<file path="src/rtl/simon_bs_core_gen.sv">
// simon_bs_core_gen -- bit-serial SIMON block cipher core (N-bit words, 2N-bit block).
//
// Ports:
//   clk, rst_n               clock, synchronous active-low reset
//   data_in/data_valid/data_ready   plaintext stream: y word then x word, LSB first
//   key_in/key_req           one round-key bit per RUN cycle (bit j of round r at cycle r*N+j)
//   ct_out/ct_valid/ct_ready/ct_last  ciphertext stream: y then x, LSB first
//   busy                     high outside IDLE
//   rol8_ext/rol8_out        cross-share S8 tap, only with SIMON_CROSS_SHARE_EN defined
//
// Optional feature macro: SIMON_CROSS_SHARE_EN. When defined, two lockstep instances
// cross-wired through rol8_ext/rol8_out form a 2-share threshold implementation.
//
// One new x bit is produced per RUN cycle and written in place over y[j]; y[j] is not
// read again this round, and x stays untouched until the round boundary, so all
// rotation taps see the round's input x. At bit N-1 the words swap (x' -> x, x -> y).
module simon_bs_core_gen #(
  parameter int N      = 16,
  parameter int ROUNDS = 32
) (
  input  logic clk,
  input  logic rst_n,
  input  logic data_in,
  input  logic data_valid,
  output logic data_ready,
  input  logic key_in,
  output logic key_req,
  output logic ct_out,
  output logic ct_valid,
  input  logic ct_ready,
  output logic ct_last,
`ifdef SIMON_CROSS_SHARE_EN
  input  logic rol8_ext,
  output logic rol8_out,
`endif
  output logic busy
);
  localparam int BW = $clog2(N);
  localparam int RW = (ROUNDS > 1) ? $clog2(ROUNDS) : 1;
  localparam int PW = $clog2(2 * N);
  localparam logic [BW-1:0] BIT_LAST = BW'(N - 1);
  localparam logic [RW-1:0] RND_LAST = RW'(ROUNDS - 1);
  localparam logic [PW-1:0] POS_LAST = PW'(2 * N - 1);

  typedef enum logic [1:0] {S_IDLE, S_LOAD, S_RUN, S_OUT} state_t;

  state_t        r_state, w_next;
  logic [N-1:0]  r_x, r_y;
  logic [BW-1:0] r_bit;
  logic [RW-1:0] r_rnd;
  logic [PW-1:0] r_pos;   // serial position during LOAD and OUT

  logic [N-1:0]  w_r1, w_r2, w_r8, w_y_upd;
  logic          w_in_xfer, w_ct_xfer, w_last, w_cross, w_newbit;

  // Rotated copies of x; indexing them with r_bit gives Sn x [j].
  assign w_r1 = {r_x[N-2:0], r_x[N-1]};
  assign w_r2 = {r_x[N-3:0], r_x[N-1:N-2]};
  assign w_r8 = {r_x[N-9:0], r_x[N-1:N-8]};

`ifdef SIMON_CROSS_SHARE_EN
  // Cross product with the other share's S8 tap completes the shared AND.
  assign w_cross  = w_r1[r_bit] & rol8_ext;
  assign rol8_out = (r_state == S_RUN) ? w_r8[r_bit] : 1'b0;
`else
  assign w_cross  = 1'b0;
`endif

  assign w_newbit = r_y[r_bit] ^ w_r2[r_bit] ^ (w_r1[r_bit] & w_r8[r_bit]) ^ key_in ^ w_cross;

  always_comb begin
    w_y_upd        = r_y;
    w_y_upd[r_bit] = w_newbit;
  end

  assign w_in_xfer = data_valid & data_ready;
  assign w_ct_xfer = ct_valid & ct_ready;
  assign w_last    = (r_pos == POS_LAST);
  assign ct_out    = (r_state == S_OUT) ? r_y[0] : 1'b0;

  always_ff @(posedge clk) begin
    if (!rst_n) r_state <= S_IDLE;
    else        r_state <= w_next;
  end

  always_comb begin
    w_next     = r_state;
    data_ready = 1'b0;
    key_req    = 1'b0;
    ct_valid   = 1'b0;
    ct_last    = 1'b0;
    busy       = 1'b1;
    case (r_state)
      S_IDLE: begin
        data_ready = 1'b1;
        busy       = 1'b0;
        if (data_valid) w_next = S_LOAD;
      end
      S_LOAD: begin
        data_ready = 1'b1;
        if (data_valid && w_last) w_next = S_RUN;
      end
      S_RUN: begin
        key_req = 1'b1;
        if (r_bit == BIT_LAST && r_rnd == RND_LAST) w_next = S_OUT;
      end
      S_OUT: begin
        ct_valid = 1'b1;
        ct_last  = w_last;
        if (ct_ready && w_last) w_next = S_IDLE;
      end
      default: w_next = S_IDLE;
    endcase
  end

  always_ff @(posedge clk) begin
    if (!rst_n) begin
      r_x   <= '0;
      r_y   <= '0;
      r_bit <= '0;
      r_rnd <= '0;
      r_pos <= '0;
    end else begin
      case (r_state)
        S_IDLE, S_LOAD: begin
          if (w_in_xfer) begin
            // {x,y} acts as one 2N-bit right shift register fed at x MSB.
            r_x   <= {data_in, r_x[N-1:1]};
            r_y   <= {r_x[0], r_y[N-1:1]};
            r_pos <= w_last ? '0 : r_pos + 1'b1;
          end
        end
        S_RUN: begin
          if (r_bit == BIT_LAST) begin
            r_bit <= '0;
            r_rnd <= (r_rnd == RND_LAST) ? '0 : r_rnd + 1'b1;
            r_x   <= w_y_upd;
            r_y   <= r_x;
          end else begin
            r_bit <= r_bit + 1'b1;
            r_y   <= w_y_upd;
          end
        end
        S_OUT: begin
          if (w_ct_xfer) begin
            r_x   <= {1'b0, r_x[N-1:1]};
            r_y   <= {r_x[0], r_y[N-1:1]};
            r_pos <= w_last ? '0 : r_pos + 1'b1;
          end
        end
        default: ;
      endcase
    end
  end
endmodule

</file>
<file path="config.mk">
export PLATFORM = sky130hd
export DESIGN_NAME = simon_bs_core_gen
export DESIGN_NICKNAME = d
export VERILOG_FILES = /design/src/rtl/simon_bs_core_gen.sv
export SDC_FILE = /design/constraint.sdc
export NUM_CORES = 1
export LEC_CHECK = 0
export ABC_AREA = 1
export BUFFER_PORTS_ARGS = -buffer_cell sky130_fd_sc_hd__buf_2
export CORE_MARGIN = 8
export CORE_UTILIZATION = 55
export CTS_BUF_LIST = sky130_fd_sc_hd__clkbuf_4 sky130_fd_sc_hd__clkbuf_8 sky130_fd_sc_hd__clkbuf_16
export DETAILED_ROUTE_END_ITERATION = 8
export GPL_TIMING_DRIVEN = 0
export HOLD_SLACK_MARGIN = 0.03
export PLACE_DENSITY = 0.72
export SKIP_LAST_GASP = 1
export SYNTH_ARGS = -nofsm -noshare
export SYNTH_HDL_FRONTEND = slang
export SYNTH_SLANG_ARGS = --single-unit
</file>
<file path="constraint.sdc">
create_clock -name clk -period 2.1 [get_ports clk]
set_input_delay 0.63 -clock clk [delete_from_list [all_inputs] [get_ports clk]]
set_output_delay 0.63 -clock clk [all_outputs]
set_load 0.1 [all_outputs]
</file>
==> impl_metrics.py, run 1 <==
metrics = {
    "floorplanning": {
        "initial_core_util_pct": 57.4,
        "rows": 28,
        "die-area_um2": 9000,
        "die_y_um": 94.9,
        "pin_count": 12,
        "core_um2": 5960,
        "die_x_um": 94.9,
    },
    "placement": {
        "gp_congestion": 0.920,
        "io_buffer_count": 11,
        "dp.cells": 618,
        "hpwl_um": 7460,
        "post_dp_cell_area_um2": 3590,
        "preCtsSetupSlack_ps": -316,
    },
    "run": {
        "drv_cap": 0,
    },
    "drt": {
        "drt_iter0_drc": 409,
        "drc": 0,
        "drt-wirelength-per-cell_um": 17.8,
        "routed_wirelength_um": 11400,
        "vias": 3962,
        "ant_nets": 0,
        "firstDrtPassIters": 5,
        "vias_per_cell": 6.17,
    },
    "clocking": {
        "cts.sink_count": 48,
        "h-tree-depth": 2,
        "path_clk_slew_ps": 90,
        "cts_buffer_depth": 2,
        "clk_latency_ps": 320,
        "cts_tree": "yes",
        "cts_hold_buf": 0,
        "numCtsBuffers": 5,
        "cts-root-buf": "clkbuf_8",
    },
    "layout": {
        "fin_util_pct": 73.1,
        "nNetsFinal": 584,
        "final_layout_size_suffix_gt1_share_pct": 28.2,
        "finalNonFillerCells": 642,
        "syn_to_final_growth_pct": 27.3,
        "diodes": 0,
        "design_area_um2": 4350,
    },
    "critical_path": {
        "cp-start-kind": "flip-flop",
        "end_kind": "flip-flop",
        "cp_max_fo": 8,
        "crit_top_cell": "nand2_2",
        "cp_cell_sequence": "buf_8 > clkinv_8 > buf_8 > nand2_2 > nand3_2 > nand2_1 > nand2_2 > nand2_2 > inv_1 > nand2_1 > nand2_1 > nand2_2 > nand3_4 > buf_12 > nand3_4 > nand3_1 > a21oi_2",
        "crit_required_ps": 2350,
        "critical_path_class": "flip-flop to flip-flop",
        "worstPathArrival_ps": 2390,
        "slowest_stage": "dfxtp_4",
        "cpPeakStageDelay_ps": 370,
    },
    "yosys": {
        "synth_seq_cells": 48,
        "syn-instance-count": 532,
        "ys_seq_area_share_pct": 28.1,
        "synth_area_leaders": "dfxtp_1 28%, nand3_1 11%, nand2_1 9.7%, a21oi_1 8.8%, o21ai_0 8.3%",
        "yosysTopAreaCell": "dfxtp_1",
        "syn_nets": 550,
        "ys_warn_count": 0,
        "netlist_top_cells_count": "88 x nand2_1, 76 x nand3_1, 68 x inv_1",
        "avgSynthCellArea_um2": 6.43,
        "ys.flop_type": "dfxtp_1",
        "postSynth.asyncResetShare_pct": 0,
        "synth.most_common_cell": "nand2_1",
        "synth_edf_count": 0,
        "ys_types": 32,
        "synth_area_um2": 3420,
        "synth_top_area_share_pct": 28.1,
    },
    "timing": {
        "worst_slew_pin_slew_ps": 596,
        "maxSlewHeadroom_pct": 60.3,
        "rsz0062_at_grt": "true",
        "finalClockSkew_ps": 10.8,
        "max_freq_mhz": 468,
        "min_period_ps": 2140,
        "min_period_over_period_pct": 102,
        "hold_ws_ps": 522,
        "hold_viol": 0,
        "fin_ws_ps": -38.1,
        "drv_slew": 0,
        "setup_viol": 8,
    },
    "global_routing": {
        "grt_max_degree": 18,
        "grt_pass1_vias": 3503,
        "gr-max-usage-layer": "met2",
        "grt_use_met1_pct": 30.2,
        "antenna_found_initial": 0,
        "grt_util_met2_pct": 39.9,
        "grt_pass1_wl_um": 17200,
        "grt_use_met3_pct": 4.52,
        "overflow": 0,
        "grt_use_total_pct": 24.2,
    },
    "outcome": {
        "violations": "setup timing",
        "status": "finished, violations left",
    },
    "worst_hold_path": {
        "min_path_type": "flip-flop to flip-flop",
    },
    "power": {
        "p_per_area_nw_per_um2": 1530,
        "p_leak_uw": 0.00169,
        "irDropWorstVdd_mv": 1.06,
    },
}
through the flow:
step                      setup TNS, ps  power (µW)
after floorplan                   -48.2        4000
after global placement            -2670        4720
after detailed placement          -3840        4780
after CTS                         -79.4        5590
after global routing              -2550        7050
final                              -104        6670
path summary, 6_finish.rpt:
check	from	end	slack [ps]	cells after the start
max	r_bit[0]$_SDFFE_PN0P_	r_x[14]$_SDFFE_PN0P_	-40	17
min	r_rnd[3]$_SDFFE_PN0P_	r_rnd[3]$_SDFFE_PN0P_	520	2
max reg2reg	r_bit[0]$_SDFFE_PN0P_	r_x[14]$_SDFFE_PN0P_	-40	17
min reg2reg	r_rnd[3]$_SDFFE_PN0P_	r_rnd[3]$_SDFFE_PN0P_	520	2
area by class of cell:
| type | instances | area, µm² |
|---|---|---|
| multi-input combinational | 383 | 2390 |
| fill | 509 | 1600 |
| sequential | 48 | 976 |
| inverter | 75 | 302 |
| timing repair buffer | 28 | 279 |
| buffer | 25 | 200 |
| tap | 75 | 93.8 |
| clock buffer | 5 | 68.8 |
| clock inverter | 3 | 42.5 |
worst max-delay path: cells and delay by family (launching register included):
family | cells | cell delay (ps)
AOI/OAI and AO/OA | 1 | 150
DFF | 1 | 370
buffers and inverters | 5 | 590
and+or+nand+nor | 11 | 970
kinds of logic after synthesis:
group,share of synthesized area [%]
buffers and inverters,12.9
XOR/XNOR,0.512
flip-flops,28.1
AO/OA/AOI/OAI,21.5
adder cells (fa/ha/maj),4.39
AND/OR/NAND/NOR,32.6
per-layer routing:
| metal | wire length (µm) | share of wire, % |
|---|---|---|
| met5 | 0 | 0 |
| met4 | 337 | 3.0 |
| met3 | 1110 | 9.7 |
| met2 | 5370 | 47 |
| met1 | 4610 | 40 |
flip-flops by register name, summed over array words and instances, names as in the netlist:
name / flops
r_x: 16
r_y: 16
r_pos: 5
r_rnd: 5
r_bit: 4
r_state: 2
power breakdown:
part,total (µW),internal [µW],switching (µW)
Clock,697,353,344
Sequential,1690,1260,432
Combinational,4280,1590,2690
Total,6670,3200,3470
layout by cell type, fill, tap and decap left out, types with 3 or more instances in the layout:
| cell | count |
|---|---|
| inv_1 | 64 |
| nand2_1 | 64 |
| o21ai_0 | 56 |
| nand3_1 | 53 |
| a21oi_1 | 45 |
| dfxtp_1 | 42 |
| nor2_1 | 32 |
| nand3_2 | 27 |
| nand2_2 | 26 |
| buf_4 | 16 |
| a21oi_2 | 15 |
| a221oi_1 | 15 |
| clkbuf_1 | 9 |
| buf_2 | 9 |
| nand3_4 | 8 |
| ha_1 | 8 |
| nor3_1 | 7 |
| inv_2 | 6 |
| buf_6 | 5 |
| clkbuf_8 | 5 |
| buf_8 | 4 |
| nand2_4 | 4 |
| clkbuf_16 | 4 |
| nor4_1 | 3 |
| nor2_2 | 3 |
| dfxtp_4 | 3 |
| dfxtp_2 | 3 |
repair_timing:
| action | in CTS | in global routing |
|---|---|---|
| cloned | 0 | 4 |
| buffers inserted | 4 | 9 |
| resized for setup | 26 | 102 |
| setup endpoints to repair | 36 | 41 |
| pin swaps | 3 | 50 |
| endpoints found under the hold margin | 0 | 0 |
Power figures use the tool's default switching activity.
==> run 2, diff against run 1 <==
Settings changed: CORE_UTILIZATION 55 to 63, PLACE_DENSITY 0.72 to unset, PLACE_DENSITY_LB_ADDON set to 0.05.
==> run 2 against run 1 <==
Against the previous run:
- the run still ends with setup timing left
- worst hold slack worse by 11 ps
- via count up 11%
- first-iteration DRC count up 96%
- clock skew down 2.9 ps
- global-route usage up 2.9 points
- routed wire length up 17%
- non-clock buffer count unchanged
- power up 11%
- utilization up 13 points
- cell area up 6.1%
- die area down 11%
- critical path depth unchanged
==> impl_metrics.py, run 2 (synthesized netlist as in run 1, its figures left out) <==
metrics = {
    "layout": {
        "final_layout_size_suffix_gt1_share_pct": 35.6,
        "syn_to_final_growth_pct": 35.1,
        "n_fill_cell": 291,
        "reg_top3": "r_x (16), r_y (16)",
        "nNetsFinal": 585,
        "finalNonFillerCells": 640,
        "final_cell_mix": "61 x inv_1, 58 x nand2_1, 56 x o21ai_0, 47 x nand3_2, 42 x dfxtp_1",
        "mostFrequentLayoutCell": "inv_1",
        "diodes": 0,
        "design_area_um2": 4620,
    },
    "timing": {
        "min_period_over_period_pct": 106,
        "max_freq_mhz": 448,
        "setup_viol": 29,
        "maxSlewHeadroom_pct": 58.7,
        "min_period_ps": 2230,
        "drv_slew": 0,
        "hold_viol": 0,
        "hold_ws_ps": 510,
        "rsz0062_at_grt": "true",
        "fin_ws_ps": -134,
        "worst_slew_pin_slew_ps": 614,
        "finalClockSkew_ps": 7.93,
    },
    "floorplanning": {
        "die_x_um": 89.7,
        "initial_core_util_pct": 63.7,
        "rows": 27,
        "pin_count": 12,
        "die_y_um": 89.7,
        "die-area_um2": 8040,
        "core_um2": 5370,
    },
    "global_routing": {
        "grt_pass1_vias": 3592,
        "grt_use_total_pct": 27.1,
        "grt_max_degree": 18,
        "antenna_found_initial": 0,
        "grt_pass1_wl_um": 16900,
        "overflow": 0,
    },
    "worst_hold_path": {
        "min_path_type": "flip-flop to flip-flop",
    },
    "placement": {
        "post_dp_cell_area_um2": 3580,
        "gp_congestion": 0.966,
        "dp.cells": 615,
        "io_buffer_count": 11,
        "hpwl_um": 7310,
        "preCtsSetupSlack_ps": -246,
    },
    "clocking": {
        "cts_buffer_depth": 2,
        "cts_tree": "yes",
        "path_clk_slew_ps": 90,
        "clk_latency_ps": 310,
        "cts-root-buf": "clkbuf_8",
        "numCtsBuffers": 5,
        "h-tree-depth": 2,
        "cts.sink_count": 48,
    },
    "critical_path": {
        "critical_path_class": "flip-flop to flip-flop",
        "cpPeakStageDelay_ps": 370,
        "cp_max_fo": 8,
        "end_kind": "flip-flop",
        "crit_required_ps": 2330,
        "worstPathArrival_ps": 2470,
        "cp_cell_sequence": "buf_8 > clkinv_8 > buf_12 > nand2_1 > nand3_1 > nand2_1 > nand2_2 > nand2_4 > inv_2 > nand2_2 > nand2_2 > nand2_4 > nand3_4 > clkbuf_16 > nand3_4 > nand3_2 > a21oi_1",
        "cp-start-kind": "flip-flop",
        "crit_top_cell": "nand2_2",
        "slowest_stage": "dfxtp_4",
    },
    "power": {
        "p_leak_uw": 0.00175,
        "p_per_area_nw_per_um2": 1610,
        "finalPower_uw": 7420,
        "irDropWorstVdd_mv": 1.17,
    },
    "drt": {
        "drt_iter0_drc": 803,
        "vias_per_cell": 6.87,
        "ant_nets": 0,
        "drt-wirelength-per-cell_um": 20.8,
        "firstDrtPassIters": 7,
        "vias": 4399,
        "routed_wirelength_um": 13300,
        "drc": 0,
    },
    "run": {
        "drv_cap": 0,
    },
    "outcome": {
        "status": "finished, violations left",
        "violations": "setup timing",
    },
}
run 2: power breakdown:
| group | internal [µW] | total, µW | switching (µW) | leakage [µW] |
|---|---|---|---|---|
| Combinational | 1820 | 5000 | 3180 | 0.00129 |
| Sequential | 1260 | 1720 | 465 | 0.000398 |
| Clock | 367 | 689 | 322 | 0.0000586 |
run 2: critical path: cells and delay by family (launching register included):
family | cells | cell delay, ps
and+or+nand+nor | 11 | 960
buffers and inverters | 5 | 640
DFF | 1 | 370
AOI/OAI and AO/OA | 1 | 170
run 2: metal layers:
| metal | vias to the layer above | wire length [µm] | GRT usage [%] |
|---|---|---|---|
| li1 | 1865 | - | - |
| met1 | 1954 | 4720 | 34.2 |
| met2 | 433 | 5780 | 43.6 |
| met3 | 147 | 1750 | 4.28 |
| met4 | 0 | 1060 | 13.7 |
| met5 | - | 0 | 0 |
run 2: worst paths after layout:
path	slack, ps	depth (start not counted)	endpoint	start
min reg2reg	510	2	r_pos[1]$_SDFFE_PN0P_	r_pos[1]$_SDFFE_PN0P_
max reg2reg	-130	17	r_x[6]$_SDFFE_PN0P_	r_bit[0]$_SDFFE_PN0P_
min	510	2	r_pos[1]$_SDFFE_PN0P_	r_pos[1]$_SDFFE_PN0P_
max	-130	17	r_x[6]$_SDFFE_PN0P_	r_bit[0]$_SDFFE_PN0P_
run 2: final cells by class:
type	instances	area, µm²	share of cell area [%]
clock buffers	6	76.3	1.65
inverters	75	304	6.58
repair inverters	1	8.76	0.190
clock inverters	2	35.0	0.759
repair buffers	28	294	6.37
flip-flops and latches	48	978	21.2
well taps	72	90.1	1.95
plain buffers	25	213	4.61
multi-input cells	383	2620	56.7
run 2: timing repair:
action	CTS	global route
setup endpoints to repair	34	41
hold endpoints to repair	0	0
hold buffers	0	0
gates cloned	0	5
resized for setup	20	165
pin swaps	1	66
setup buffers	1	12
run 2: per-stage QoR:
step,utilization [%],TNS [ps]
final,86.0,-1940
after global routing,86.0,-5960
after CTS,69.9,-130
after detailed placement,66.7,-3000
after global placement,66.7,-2350
after floorplan,-,-48.2
==> run 3, diff against run 2 <==
Settings changed: CORE_MARGIN 8 to unset, SKIP_CTS_REPAIR_TIMING set to 1.
==> run 3 against run 2 <==
Against the previous run:
- sequential power decreased by 3%
- utilization decreased by 7.7 points
- via count decreased by 7.1%
- the run still ends with setup timing left
- flip-flop and latch count unchanged
- critical endpoint is now r_x[7]$_SDFFE_PN0P_
- first-iteration DRC count decreased by 17%
==> impl_metrics.py, run 3 (synthesized netlist as in run 1, its figures left out) <==
metrics = {
    "timing": {
        "hold_ws_ps": 506,
        "setup_viol": 19,
        "rsz0062_at_grt": "true",
        "fin_ws_ps": -67.8,
        "worst_slew_pin_slew_ps": 629,
        "hold_viol": 0,
        "maxSlewHeadroom_pct": 58.1,
        "drv_slew": 0,
        "min_period_ps": 2170,
        "min_period_over_period_pct": 103,
        "finalClockSkew_ps": 1.91,
        "max_freq_mhz": 461,
    },
    "layout": {
        "final_cell_mix": "85 x nand2_1, 65 x inv_1, 65 x nand3_1, 57 x o21ai_0, 48 x a21oi_1",
        "finalNonFillerCells": 632,
        "n_fill_cell": 369,
        "syn_to_final_growth_pct": 18.5,
        "diodes": 0,
        "nNetsFinal": 579,
        "final_layout_size_suffix_gt1_share_pct": 21.0,
        "seq_area_um2": 971,
        "reg_top3": "r_x (16), r_y (16)",
        "multi_input_comb_area_um2": 2180,
        "mostFrequentLayoutCell": "nand2_1",
    },
    "global_routing": {
        "grt_use_total_pct": 37.1,
        "gr-max-usage-layer": "met2",
        "grt_use_met3_pct": 7.54,
        "overflow": 0,
        "antenna_found_initial": 0,
        "grt_util_met2_pct": 62.2,
        "grt_pass1_wl_um": 15700,
        "grt_use_met1_pct": 47.9,
        "grt_pass1_vias": 3274,
        "grt_max_degree": 15,
    },
    "critical_path": {
        "crit_required_ps": 2340,
        "reg2reg_to": "r_x[7]$_SDFFE_PN0P_",
        "end_kind": "flip-flop",
        "worstPathArrival_ps": 2410,
        "critical_path_class": "flip-flop to flip-flop",
        "crit-reg2reg-launch": "r_bit[0]$_SDFFE_PN0P_",
        "r2r_slack_ps": -70,
        "cp_max_fo": 10,
        "ff2ff_path_depth": 15,
        "cp-start-kind": "flip-flop",
    },
    "outcome": {
        "violations": "setup timing",
        "status": "finished, violations left",
    },
    "power": {
        "p_leak_uw": 0.00164,
        "irDropWorstVdd_mv": 1.10,
        "p_per_area_nw_per_um2": 1520,
    },
    "drt": {
        "drc": 0,
        "vias_per_cell": 6.46,
        "drt_iter0_drc": 666,
        "firstDrtPassIters": 6,
        "routed_wirelength_um": 11100,
        "ant_nets": 0,
        "vias": 4085,
        "drt-wirelength-per-cell_um": 17.6,
    },
    "clocking": {
        "cts-root-buf": "clkbuf_8",
        "numCtsBuffers": 5,
        "cts_tree": "yes",
        "cts_buffer_depth": 2,
        "clk_latency_ps": 300,
        "cts.sink_count": 48,
        "h-tree-depth": 2,
        "path_clk_slew_ps": 90,
    },
    "placement": {
        "io_buffer_count": 11,
        "gp_congestion": 0.939,
        "dp.cells": 613,
        "hpwl_um": 7290,
    },
    "floorplanning": {
        "initial_core_util_pct": 66.1,
        "rows": 26,
        "die_y_um": 75.7,
        "pin_count": 12,
        "die-area_um2": 5730,
        "core_um2": 5170,
        "die_x_um": 75.7,
    },
    "worst_hold_path": {
        "min-delay-start": "r_pos[1]$_SDFFE_PN0P_",
        "holdPathStages": 2,
        "holdPathEnd": "r_pos[1]$_SDFFE_PN0P_",
        "min_path_type": "flip-flop to flip-flop",
    },
    "run": {
        "drv_cap": 0,
    },
}
## run 3: per-stage QoR
step	setup slack (ps)	instance area, µm²	total power, µW	TNS [ps]	utilization [%]
final	-67.8	4050	6140	-709	78.3
after global routing	-212	4050	6500	-4180	78.3
after CTS	-333	3670	5330	-4690	71.0
after detailed placement	-261	3580	4760	-3190	69.2
after global placement	-189	3580	4690	-1980	69.2
after floorplan	-48.2	3440	4000	-48.2	-
## run 3: worst max path at each step
stage / end / cells past startpoint / startpoint / slack, ps
after floorplan: ct_last / 6 / r_pos[0]$_SDFFE_PN0P_ / -50
after global placement: r_x[0]$_SDFFE_PN0P_ / 9 / r_state[0]$_SDFFE_PN0P_ / -190
after detailed placement: r_x[3]$_SDFFE_PN0P_ / 9 / r_state[0]$_SDFFE_PN0P_ / -260
after CTS: ct_last / 7 / r_pos[0]$_SDFFE_PN0P_ / -330
after global routing: r_x[7]$_SDFFE_PN0P_ / 13 / r_bit[0]$_SDFFE_PN0P_ / -210
final: r_x[7]$_SDFFE_PN0P_ / 15 / r_bit[0]$_SDFFE_PN0P_ / -70
## run 3: area by class of cell
type / count / share of cell area, %
multi-input combinational: 383 / 53.9
sequential: 48 / 24.0
inverter: 75 / 7.26
timing repair buffer: 22 / 5.28
buffer: 26 / 5.16
tap: 70 / 2.16
clock buffer: 6 / 2.04
clock inverter: 2 / 0.247
## run 3: critical path, stage by stage, from the launching register on
cell	delay [ps]
dfxtp_2	360
buf_6	150
inv_8	70
clkbuf_16	160
nand2_1	80
nand3_1	90
nand3_1	110
nand2_1	80
nor2_2	120
nand2_1	80
nand2_2	100
nand3_4	170
clkbuf_16	210
nand3_2	90
nand3_1	80
a21oi_1	140
## run 3: power by group
group          internal, µW  leakage (µW)  switching [µW]
registers              1250      0.000397             419
logic                  1430       0.00119            2470
clock network           263     0.0000510             314
## run 3: per-layer routing
layer / up-vias / wire (µm) / part of all wire (%)
met3: 67 / 1320 / 12
met4: 0 / 428 / 3.8
met2: 304 / 5060 / 45
met5: - / 0 / 0
met1: 1861 / 4320 / 39
li1: 1853 / - / -
